===== config.mk =====
export PLATFORM = sky130hd
export DESIGN_NAME = fpu_issue_seq
export DESIGN_NICKNAME = d
export VERILOG_FILES = /design/src/rtl/fpu_pkg.sv /design/src/rtl/fpu_lat_lut.sv /design/src/rtl/fpu_issue_seq.sv
export SDC_FILE = /design/constraint.sdc
export NUM_CORES = 1
export LEC_CHECK = 0
export BUFFER_PORTS_ARGS = -buffer_cell sky130_fd_sc_hd__buf_4
export CORE_MARGIN = 2
export CORE_UTILIZATION = 40
export CTS_BUF_LIST = sky130_fd_sc_hd__clkbuf_2
export DETAILED_ROUTE_END_ITERATION = 10
export HOLD_SLACK_MARGIN = 0.02
export PLACE_DENSITY = 0.65
export SLEW_MARGIN = 20
export SYNTH_ARGS = -nofsm -noshare
export SYNTH_HDL_FRONTEND = slang
export SYNTH_SLANG_ARGS = --single-unit

===== constraint.sdc =====
create_clock -name clk -period 2.1 [get_ports clk]
set_input_delay 0.105 -clock clk [delete_from_list [all_inputs] [get_ports clk]]
set_output_delay 0.105 -clock clk [all_outputs]
set_load 0.01 [all_outputs]

===== src/rtl/fpu_pkg.sv =====
// fpu_pkg: FP op encodings, sequencer state type and fflags bit positions shared by the FPU issue logic.
package fpu_pkg;
  localparam logic [4:0] FADD      = 5'b00000;
  localparam logic [4:0] FSUB      = 5'b00001;
  localparam logic [4:0] FMUL      = 5'b00010;
  localparam logic [4:0] FDIV      = 5'b00011;
  localparam logic [4:0] FSQRT     = 5'b00100;
  localparam logic [4:0] FSGNJ     = 5'b00101;
  localparam logic [4:0] FSGNJN    = 5'b00110;
  localparam logic [4:0] FSGNJX    = 5'b00111;
  localparam logic [4:0] FMIN      = 5'b01000;
  localparam logic [4:0] FMAX      = 5'b01001;
  localparam logic [4:0] FCVT_W_S  = 5'b01010;
  localparam logic [4:0] FCVT_WU_S = 5'b01011;
  localparam logic [4:0] FEQ       = 5'b01100;
  localparam logic [4:0] FLT       = 5'b01101;
  localparam logic [4:0] FLE       = 5'b01110;
  localparam logic [4:0] FMV_W_X   = 5'b01111;
  localparam logic [4:0] FMADD     = 5'b10000;
  localparam logic [4:0] FMSUB     = 5'b10001;
  localparam logic [4:0] FNMSUB    = 5'b10010;
  localparam logic [4:0] FNMADD    = 5'b10011;
  localparam logic [4:0] FCLASS    = 5'b10100;
  localparam logic [4:0] FMV_X_W   = 5'b10101;
  localparam logic [4:0] FCVT_S_W  = 5'b10110;
  localparam logic [4:0] FCVT_S_WU = 5'b10111;
  localparam logic [4:0] FNOP      = 5'b11111;
  localparam int FF_NV = 4;
  localparam int FF_DZ = 3;
  localparam int FF_OF = 2;
  localparam int FF_UF = 1;
  localparam int FF_NX = 0;
  typedef enum logic [1:0] {IDLE, COUNT, WAIT_DONE, WB} seq_state_e;
  function automatic int max4(input int a, input int b, input int c, input int d);
    int m;
    m = a > b ? a : b;
    m = c > m ? c : m;
    return d > m ? d : m;
  endfunction
endpackage


===== src/rtl/fpu_lat_lut.sv =====
// fpu_lat_lut: maps an fpusel code to its issue class (iterative or fixed) and fixed latency.
module fpu_lat_lut
  import fpu_pkg::*;
#(
  parameter int LAT_ADD  = 3,
  parameter int LAT_MUL  = 4,
  parameter int LAT_FMA  = 5,
  parameter int LAT_MISC = 1,
  parameter int CW       = 4
) (
  input  logic [4:0]    fpusel,
  output logic          is_iter,
  output logic [CW-1:0] lat
);
  always_comb begin
    is_iter = fpusel == FDIV || fpusel == FSQRT;
    lat = fpusel inside {FADD, FSUB, FCVT_W_S, FCVT_WU_S, FCVT_S_W, FCVT_S_WU} ? CW'(LAT_ADD)
        : fpusel == FMUL                                   ? CW'(LAT_MUL)
        : fpusel inside {FMADD, FMSUB, FNMSUB, FNMADD}     ? CW'(LAT_FMA)
        :                                                    CW'(LAT_MISC);
  end
endmodule


===== src/rtl/fpu_issue_seq.sv =====
// fpu_issue_seq: issues one FP op at a time to the shared FPU, tracks its latency and returns one writeback beat.
module fpu_issue_seq
  import fpu_pkg::*;
#(
  parameter int LAT_ADD      = 3,
  parameter int LAT_MUL      = 4,
  parameter int LAT_FMA      = 5,
  parameter int LAT_MISC     = 1,
  parameter int ITER_TIMEOUT = 64
) (
  input  logic        clk,
  input  logic        rst,
  input  logic        issue_valid,
  output logic        issue_ready,
  input  logic [4:0]  fpusel,
  input  logic [4:0]  rd,
  input  logic        flush,
  output logic        unit_start,
  output logic [4:0]  unit_op,
  output logic        unit_abort,
  input  logic        unit_done,
  input  logic [31:0] result_in,
  input  logic [4:0]  fflags_in,
  output logic        stall,
  output logic        wb_valid,
  output logic [4:0]  wb_rd,
  output logic [31:0] wb_data,
  output logic [4:0]  wb_flags,
  output logic        wb_timeout
);
  localparam int CW = $clog2(max4(LAT_ADD, LAT_MUL, LAT_FMA, LAT_MISC)) + 1;
  localparam int IW = $clog2(ITER_TIMEOUT) + 1;
  seq_state_e    state;
  logic [CW-1:0] cnt;
  logic [CW-1:0] lat;
  logic [IW-1:0] iter;
  logic          is_iter;
  logic          accept;
  fpu_lat_lut #(
    .LAT_ADD(LAT_ADD), .LAT_MUL(LAT_MUL), .LAT_FMA(LAT_FMA), .LAT_MISC(LAT_MISC), .CW(CW)
  ) u_lut (
    .fpusel(fpusel),
    .is_iter(is_iter),
    .lat(lat)
  );
  always_comb begin
    issue_ready = state == IDLE;
    stall       = state != IDLE;
    accept      = issue_valid && issue_ready && !flush && fpusel != FNOP;
    wb_valid    = state == WB && !flush;
  end
  // wb_timeout is rewritten every cycle so it is only ever high alongside the WB beat
  always_ff @(posedge clk) begin
    if (rst) begin
      state      <= IDLE;
      unit_start <= 1'b0;
      unit_abort <= 1'b0;
      wb_timeout <= 1'b0;
      wb_data    <= '0;
      wb_flags   <= '0;
      wb_rd      <= '0;
      unit_op    <= FNOP;
      cnt        <= '0;
      iter       <= '0;
    end else begin
      unit_start <= 1'b0;
      unit_abort <= 1'b0;
      wb_timeout <= 1'b0;
      if (flush) begin
        unit_abort <= state == COUNT || state == WAIT_DONE;
        state      <= IDLE;
      end else begin
        case (state)
          IDLE: if (accept) begin
            unit_op    <= fpusel;
            wb_rd      <= rd;
            unit_start <= 1'b1;
            cnt        <= lat;
            iter       <= '0;
            state      <= is_iter ? WAIT_DONE : COUNT;
          end
          COUNT: begin
            cnt <= cnt - CW'(1);
            if (cnt == CW'(1)) begin
              wb_data  <= result_in;
              wb_flags <= fflags_in;
              state    <= WB;
            end
          end
          WAIT_DONE: begin
            iter <= iter + IW'(iter != {IW{1'b1}});
            if (unit_done) begin
              wb_data  <= result_in;
              wb_flags <= fflags_in;
              state    <= WB;
            end else if (iter == IW'(ITER_TIMEOUT)) begin
              wb_data    <= '0;
              wb_flags   <= 5'b00001 << FF_NV;
              wb_timeout <= 1'b1;
              state      <= WB;
            end
          end
          WB: state <= IDLE;
          default: state <= IDLE;
        endcase
      end
    end
  end
endmodule


==> reports/qor.txt, run 1 <==
# DRC -> 0
Hold Path Sink -> wb_timeout$_SDFF_PP0_
crit path launch type -> register
Place WS -> 0.1391 ns
Synth cell types -> 53
number of H-tree levels -> 3
die height -> 84.47 um
hold depth -> 4
top cell type's share of synthesized area -> 48.70%
Synth Cell Area -> 2590 um2
vias in the first global route -> 2,415
final worst path period need -> 1.963 ns
main combinational cell family by area after synthesis -> compound AO/OA/AOI/OAI gates
clock sinks -> 63
Sequential cell area -> 1261 um2
Worst Path Required -> 2.48 ns
most common flop cell mapped by yosys -> dfxtp_1
mux contribution to synthesized area -> 4.396%
gp weighted congestion -> 0.8045
Pleak -> 1.798 nW
share of layout cells above drive strength 1 -> 33.66%
post-layout util -> 64.88%
RSZ-0062 raised after global routing -> no
Max VDD drop -> 0.0004397 V
setup bufs post-CTS -> 0
syn_area_per_cell -> 10.44 um2
CP endpoint kind -> register
TritonCTS clock tree -> done
initial core utilization -> 41.02%
synthesized-area fraction occupied by adder cells -> 4.348%
fmax -> 509.5 MHz
FP Rows -> 29
first-pass GRT wire length -> 11,440 um
HPWL after detailed placement -> 4317 um
Hold Startpoint -> unit_done
Compound-Gate Fraction of Synth Area -> 23.38%
# fillers -> 516
clock skew -> 0.03393 ns
#FFs+latches synth -> 63
HP Class -> in2reg
root buffer cell -> clkbuf_2
Core Footprint -> 6314 um2
setup violators final -> 0
Die Wd -> 84.47 um
Total Routing Usage GR -> 19.86%
drt pass-1 iters -> 4
MaxCap Viol Count -> 0
Register-to-Register Path Depth -> 6
largest net degree at the start of global routing -> 37
slew at the pin with the worst max-slew slack -> 0.5219 ns
ant diodes -> 0
cts bufs inserted -> 9
Post-synth ARST share -> 0%
DR iter-0 viols -> 88
cells after synthesis -> 248
Post-synth EDFFs -> 0
fin nets -> 469
clk_lat worst skew -> 0.48 ns
grt total ovfl -> 0
warnings from Yosys -> 0
area leader, netlist -> dfxtp_1
worst reg2reg path endpoint -> state[1]$_SDFFE_PP0P_
PnR worst setup slack -> 0.1371 ns
Ports -> 105
register area share after synthesis -> 48.70%
crit path kind -> reg2reg
PwrDens -> 569.2 nW/um2
Multi-input gate area -> 1222 um2
R2R Setup Slk -> 0.14 ns
r2r startpoint -> state[0]$_SDFFE_PP0P_
Routed Antenna Nets -> 0
Worst Path Max Fanout -> 5
top cells by area, synth -> dfxtp_1 49%, a22o_1 12%, ha_1 4.3%
Post-Synth Simple-Gate Area -> 14.06%
outcome -> finished clean
Tcrit/Tclk final -> 93.47%
XOR/XNOR share of the synthesized area -> 0.3382%
Reg clk slew, reported paths -> 0.19 ns
Slew headroom -> 64.77%
Post-DP Area -> 3470 um2
Arr. time, crit path -> 2.35 ns
Detailed Route WL -> 6813 um
via density per instance -> 5.071
die area -> 7134 um2
synthesis-to-finish area growth -> 58.16%
I/O Buffers -> 104
initial antenna violation count -> 0
Pins Over Slew Limit -> 0
Syn Nets -> 309
WL per Instance -> 13.90 um
Max Root-Sink Buffers -> 2
Final Hold Vio Count -> 0
design area -> 4096 um2
Via Count -> 2,485
==> critical path: stages, from the launching register on <==
cell	delay, ns
dfxtp_1	0.43
inv_1	0.08
ha_1	0.20
buf_4	0.14
and2b_1	0.22
a222oi_1	0.44
mux2_1	0.37
==> placed cells by master (no fill, tap or decap), types with 3 or more instances in the layout <==
cell / count
buf_4: 110
o21ai_0: 12
a21oi_1: 10
a22o_1: 36
nand3_1: 3
o211ai_1: 3
nor3_1: 4
nand2_1: 9
nor2b_1: 5
clkinvlp_4: 3
inv_1: 8
ha_1: 9
dlygate4sd3_1: 50
nor2_1: 22
mux2i_1: 8
clkbuf_2: 9
dfxtp_1: 63
or3_1: 5
==> final cells by class <==
type,instances,area share [%]
clock inverters,7,1.741
repair buffers,162,33.35
multi-input cells,163,29.84
inverters,9,0.8247
flip-flops and latches,63,30.79
clock buffers,9,1.100
well taps,77,2.352
==> kinds of logic (layout without fill, tap and decap cells) <==
logic type,Yosys count,count (layout)
DFF,63,63
muxes,11,11
buffers and inverters,22,187
xor gates and xnor gates,1,1
AOI/OAI and AO/OA,77,77
and+or+nand+nor,65,65
adders and majority gates,9,9
==> state kept, by name, summed over array words and instances (netlist names) <==
name / flops
wb_timeout: 1
unit_start: 1
iter: 7
cnt: 4
wb_data: 32
unit_abort: 1
state: 2
wb_rd: 5
unit_op: 5
wb_flags: 5
==> Yosys cell counts, types with 2 or more instances <==
library cell and n:
o211ai_1 3, mux2i_1 8, nor3_1 4, a22o_1 36
dfxtp_1 63, nor2_1 22, inv_1 8, nand3_1 3
buf_6 3, or3_1 5, o21ai_0 12, mux2_2 2
a21oi_1 10, and3_1 2, ha_1 9, nand2b_1 2
nand2_1 9, buf_4 4, buf_2 3, clkbuf_1 3
nor2b_1 5
==> worst max path at each step <==
stage                                 end                   from
floorplan           state[1]$_SDFFE_PP0P_  state[0]$_SDFFE_PP0P_
global placement     iter[3]$_SDFFE_PP0P_  state[0]$_SDFFE_PP0P_
detailed placement   iter[3]$_SDFFE_PP0P_  state[0]$_SDFFE_PP0P_
CTS                  iter[3]$_SDFFE_PP0P_  state[0]$_SDFFE_PP0P_
global route          cnt[2]$_SDFFE_PP0P_  state[1]$_SDFFE_PP0P_
finish              state[1]$_SDFFE_PP0P_  state[0]$_SDFFE_PP0P_
==> through the flow <==
step,hold WS (ns),cells,total power [W],TNS [ns]
2_1_floorplan,0.2305,248,0.001389,0
3_3_place_gp,0.3147,424,0.001531,-0.2809
3_5_place_dp,0.3178,424,0.001533,0
4_1_cts,0.04507,490,0.002356,0
5_1_grt,0.05093,490,0.002456,0
6_report,0.08540,490,0.002332,0
==> power breakdown <==
group	leakage [nW]	switching, W	internal, W	total [W]
Clock	0.0643	0.000468	0.000274	0.000742
Sequential	0.510	0.0000154	0.00122	0.00124
Combinational	1.22	0.000148	0.000206	0.000354
==> per-layer routing <==
| metal | vias to the layer above | track usage, % | share of wire [%] |
|---|---|---|---|
| met1 | 1141 | 24.79 | 44 |
| met3 | 13 | 4.523 | 6.4 |
| met2 | 90 | 33.33 | 47 |
| met4 | 0 | 7.937 | 2.2 |
| li1 | 1241 | - | - |
| met5 | - | 0 | 0 |
==> what timing repair did <==
item	4_1_cts	5_1_grt
setup endpoints to repair	0	4
resized for setup	0	1
hold endpoints to repair	55	0
hold buffers	50	0
No activity file was read; power rests on OpenSTA's default activity.
==> inputs of run 2 (changes only) <==
--- a/config.mk
+++ b/config.mk
@@ -6,12 +6,12 @@
 export NUM_CORES = 1
 export LEC_CHECK = 0
 export BUFFER_PORTS_ARGS = -buffer_cell sky130_fd_sc_hd__buf_4
-export CORE_MARGIN = 2
+export CORE_MARGIN = 3
 export CORE_UTILIZATION = 40
 export CTS_BUF_LIST = sky130_fd_sc_hd__clkbuf_2
 export DETAILED_ROUTE_END_ITERATION = 10
 export HOLD_SLACK_MARGIN = 0.02
-export PLACE_DENSITY = 0.65
+export PLACE_DENSITY = 0.68
 export SLEW_MARGIN = 20
 export SYNTH_ARGS = -nofsm -noshare
 export SYNTH_HDL_FRONTEND = slang
==> constraint.sdc (replaced) <==
create_clock -name clk -period 1.7 [get_ports clk]
set_input_delay 0.085 -clock clk [delete_from_list [all_inputs] [get_ports clk]]
set_output_delay 0.085 -clock clk [all_outputs]
set_load 0.01 [all_outputs]
==> run 2 against run 1 <==
  * The flow now finishes with violations (negative setup slack)
  * Via count increased by 11%
  * Global-route usage increased by 3.1 points
  * Worst setup slack got worse by 0.26 ns
  * Register-to-register slack got worse by 0.26 ns
  * Die area increased by 4.8%
  * Highest routed layer unchanged
  * Clock power increased by 1%
  * Total power increased by 21%
  * Worst hold slack got worse by 0.0028 ns
  * Critical path type unchanged
==> reports/qor.txt, run 2 (synthesized netlist as in run 1, its figures left out) <==
Final Hold Vio Count -> 0 (unchanged)
Tot Pwr -> 0.002820 W (+21%)
Hold Startpoint -> issue_valid
crit path kind -> reg2reg
Slew headroom -> 71.92% (+7.2 points)
hold depth -> 4 (unchanged)
DR iter-0 viols -> 102 (+16%)
final worst path period need -> 1.827 ns (-0.1360 ns)
initial core utilization -> 42.49% (+1.5 points)
Place WS -> -0.2917 ns (-0.4308 ns)
share of layout cells above drive strength 1 -> 45.21% (+12 points)
Hold Path Sink -> unit_start$_SDFF_PP0_
TNS Setup -> -2.906 ns (-2.906 ns)
drt pass-1 iters -> 4 (unchanged)
CP most frequent cell -> buf_6
Total Routing Usage GR -> 23.01% (+3.1 points)
Worst Path Required -> 2.13 ns (-0.35 ns)
first-pass GRT wire length -> 13,300 um (+16%)
Tcrit/Tclk final -> 107.5% (+14 points)
Max Root-Sink Buffers -> 2 (unchanged)
slew at the pin with the worst max-slew slack -> 0.4202 ns (-0.1017 ns)
Pleak -> 2.045 nW (+14%)
Core Footprint -> 6096 um2 (-3.4%)
# DRC -> 0 (unchanged)
MaxCap Viol Count -> 0 (unchanged)
clk_lat worst skew -> 0.48 ns (about the same)
Register-to-Register Path Depth -> 10 (+4)
I/O Buffers -> 104 (unchanged)
fmax -> 547.4 MHz (+7.4%)
r2r startpoint -> state[0]$_SDFFE_PP0P_
Worst Path Max Fanout -> 5 (unchanged)
Via Count -> 2,748 (+11%)
worst path cell trace -> buf_6 > ha_4 > nand4bb_4 > a21oi_4 > buf_6 > nor3b_4 > buf_6 > buf_6 > buf_16 > a22o_1
Max VDD drop -> 0.0004741 V (+7.8%)
CP endpoint kind -> register
Pins Over Slew Limit -> 0 (unchanged)
ant diodes -> 0 (unchanged)
R2R Setup Slk -> -0.13 ns (-0.26 ns)
die area -> 7476 um2 (+4.8%)
PwrDens -> 602.5 nW/um2 (+5.9%)
clock sinks -> 63 (unchanged)
PnR worst setup slack -> -0.1269 ns (-0.2640 ns)
Biggest register -> wb_data
Routed Antenna Nets -> 0 (unchanged)
setup violators final -> 46 (+46)
Critical-path top delay cell -> dfxtp_2
outcome -> finished, violations left
Detailed Route WL -> 8852 um (+30%)
fin nets -> 505 (+7.7%)
vias in the first global route -> 2,730 (+13%)
cts bufs inserted -> 9 (unchanged)
highest-count cells in the layout ignoring fill and taps -> 127 x buf_4, 58 x dfxtp_1, 49 x dlygate4sd3_1
Die Wd -> 86.47 um (+2.4%)
Hold WS -> 0.08264 ns (-0.002765 ns)
die height -> 86.47 um (+2.4%)
crit path launch type -> register
max reg flops -> 32 (unchanged)
initial antenna violation count -> 0 (unchanged)
most common cell after layout, fill and taps aside -> buf_4
worst reg2reg path endpoint -> wb_data[8]$_SDFFE_PP0P_
RSZ-0062 raised after global routing -> yes
root buffer cell -> clkbuf_2
gp weighted congestion -> 0.7408 (-7.9%)
design area -> 4681 um2 (+14%)
failing checks -> negative setup slack
TritonCTS clock tree -> done
Reg clk slew, reported paths -> 0.17 ns (-0.02 ns)
via density per instance -> 5.244 (+3.4%)
WL per Instance -> 16.89 um (+21%)
number of H-tree levels -> 3 (unchanged)
largest net degree at the start of global routing -> 19 (-49%)
max incr delay on CP -> 0.39 ns (-0.05 ns)
HP Class -> in2reg
grt total ovfl -> 0 (unchanged)
biggest regs -> wb_data: 32 flops, iter: 7 flops
synthesis-to-finish area growth -> 80.72%
Post-DP Area -> 3563 um2 (+2.7%)
Arr. time, crit path -> 2.25 ns (-0.10 ns)
HPWL after detailed placement -> 4718 um (+9.3%)
clock skew -> 0.02479 ns (-0.009138 ns)
FP Rows -> 28 (-3.4%)
Ports -> 105 (unchanged)
-- run 2: cell types whose count changed in the layout (fill, tap and decap cells not counted), moves of 3 or more --
cell     delta
buf_4      +17
dfxtp_1     -5
inv_1       -3
ha_2        +3
buf_6      +12
dfxtp_2     +3
ha_1        -6
a21oi_4     +3
buf_16      +3
a21oi_1     -4
ha_4        +3
-- run 2: per-layer routing --
layer	vias to the layer above	share of wire [%]	track usage, %
li1	1325	-	-
met1	1285	38	24.39
met2	106	52	41.45
met3	32	5.9	7.510
met4	0	3.3	9.915
met5	-	0	0
-- run 2: per-stage QoR --
stage | utilization, % | instances
finish | 76.79 | 524
global route | 76.79 | 524
CTS | 74.43 | 520
detailed placement | 58.46 | 434
global placement | 58.46 | 434
floorplan | - | 248
-- run 2: worst max-delay path by stage --
stage,to,cells after the start,from,slack (ns)
after floorplan,state[1]$_SDFFE_PP0P_,6,state[1]$_SDFFE_PP0P_,-0.05
after CTS,state[1]$_SDFFE_PP0P_,6,state[1]$_SDFFE_PP0P_,-0.09
final,wb_data[8]$_SDFFE_PP0P_,10,state[0]$_SDFFE_PP0P_,-0.13
after global routing,wb_data[8]$_SDFFE_PP0P_,10,state[0]$_SDFFE_PP0P_,-0.21
after detailed placement,wb_data[5]$_SDFFE_PP0P_,6,state[0]$_SDFFE_PP0P_,-0.29
after global placement,wb_data[11]$_SDFFE_PP0P_,6,state[0]$_SDFFE_PP0P_,-0.26
-- run 2: worst max-delay path, delay by kind of cell (launching register included) --
kind / cells / cell delay, ns
AOI/OAI and AO/OA: 2 / 0.33
DFF: 1 / 0.39
adders and majority gates: 1 / 0.14
and+or+nand+nor: 2 / 0.32
buffers and inverters: 5 / 0.61
-- run 2: final cells by class --
cell class                      count  area, um2
Tap cell                           75      93.84
Multi-Input combinational cell    164       1405
Timing Repair Buffer              197       1777
Clock inverter                      7      48.80
Clock buffer                        9      45.04
Fill cell                         375       1415
Inverter                            9      38.79
Sequential cell                    63       1272
-- run 2: repair_timing --
action	in CTS	in global routing
buffers inserted	16	5
gates resized for setup	34	29
hold endpoints to repair	56	0
hold buffers	49	0
pin swaps	17	19
setup endpoints to repair	49	51
cloned	6	1
-- run 2: power by group --
group / leakage, nW / switching (W) / internal (W)
Combinational: 1.47 / 0.000228 / 0.000321
Clock: 0.0620 / 0.000556 / 0.000194
Sequential: 0.513 / 0.0000162 / 0.00150
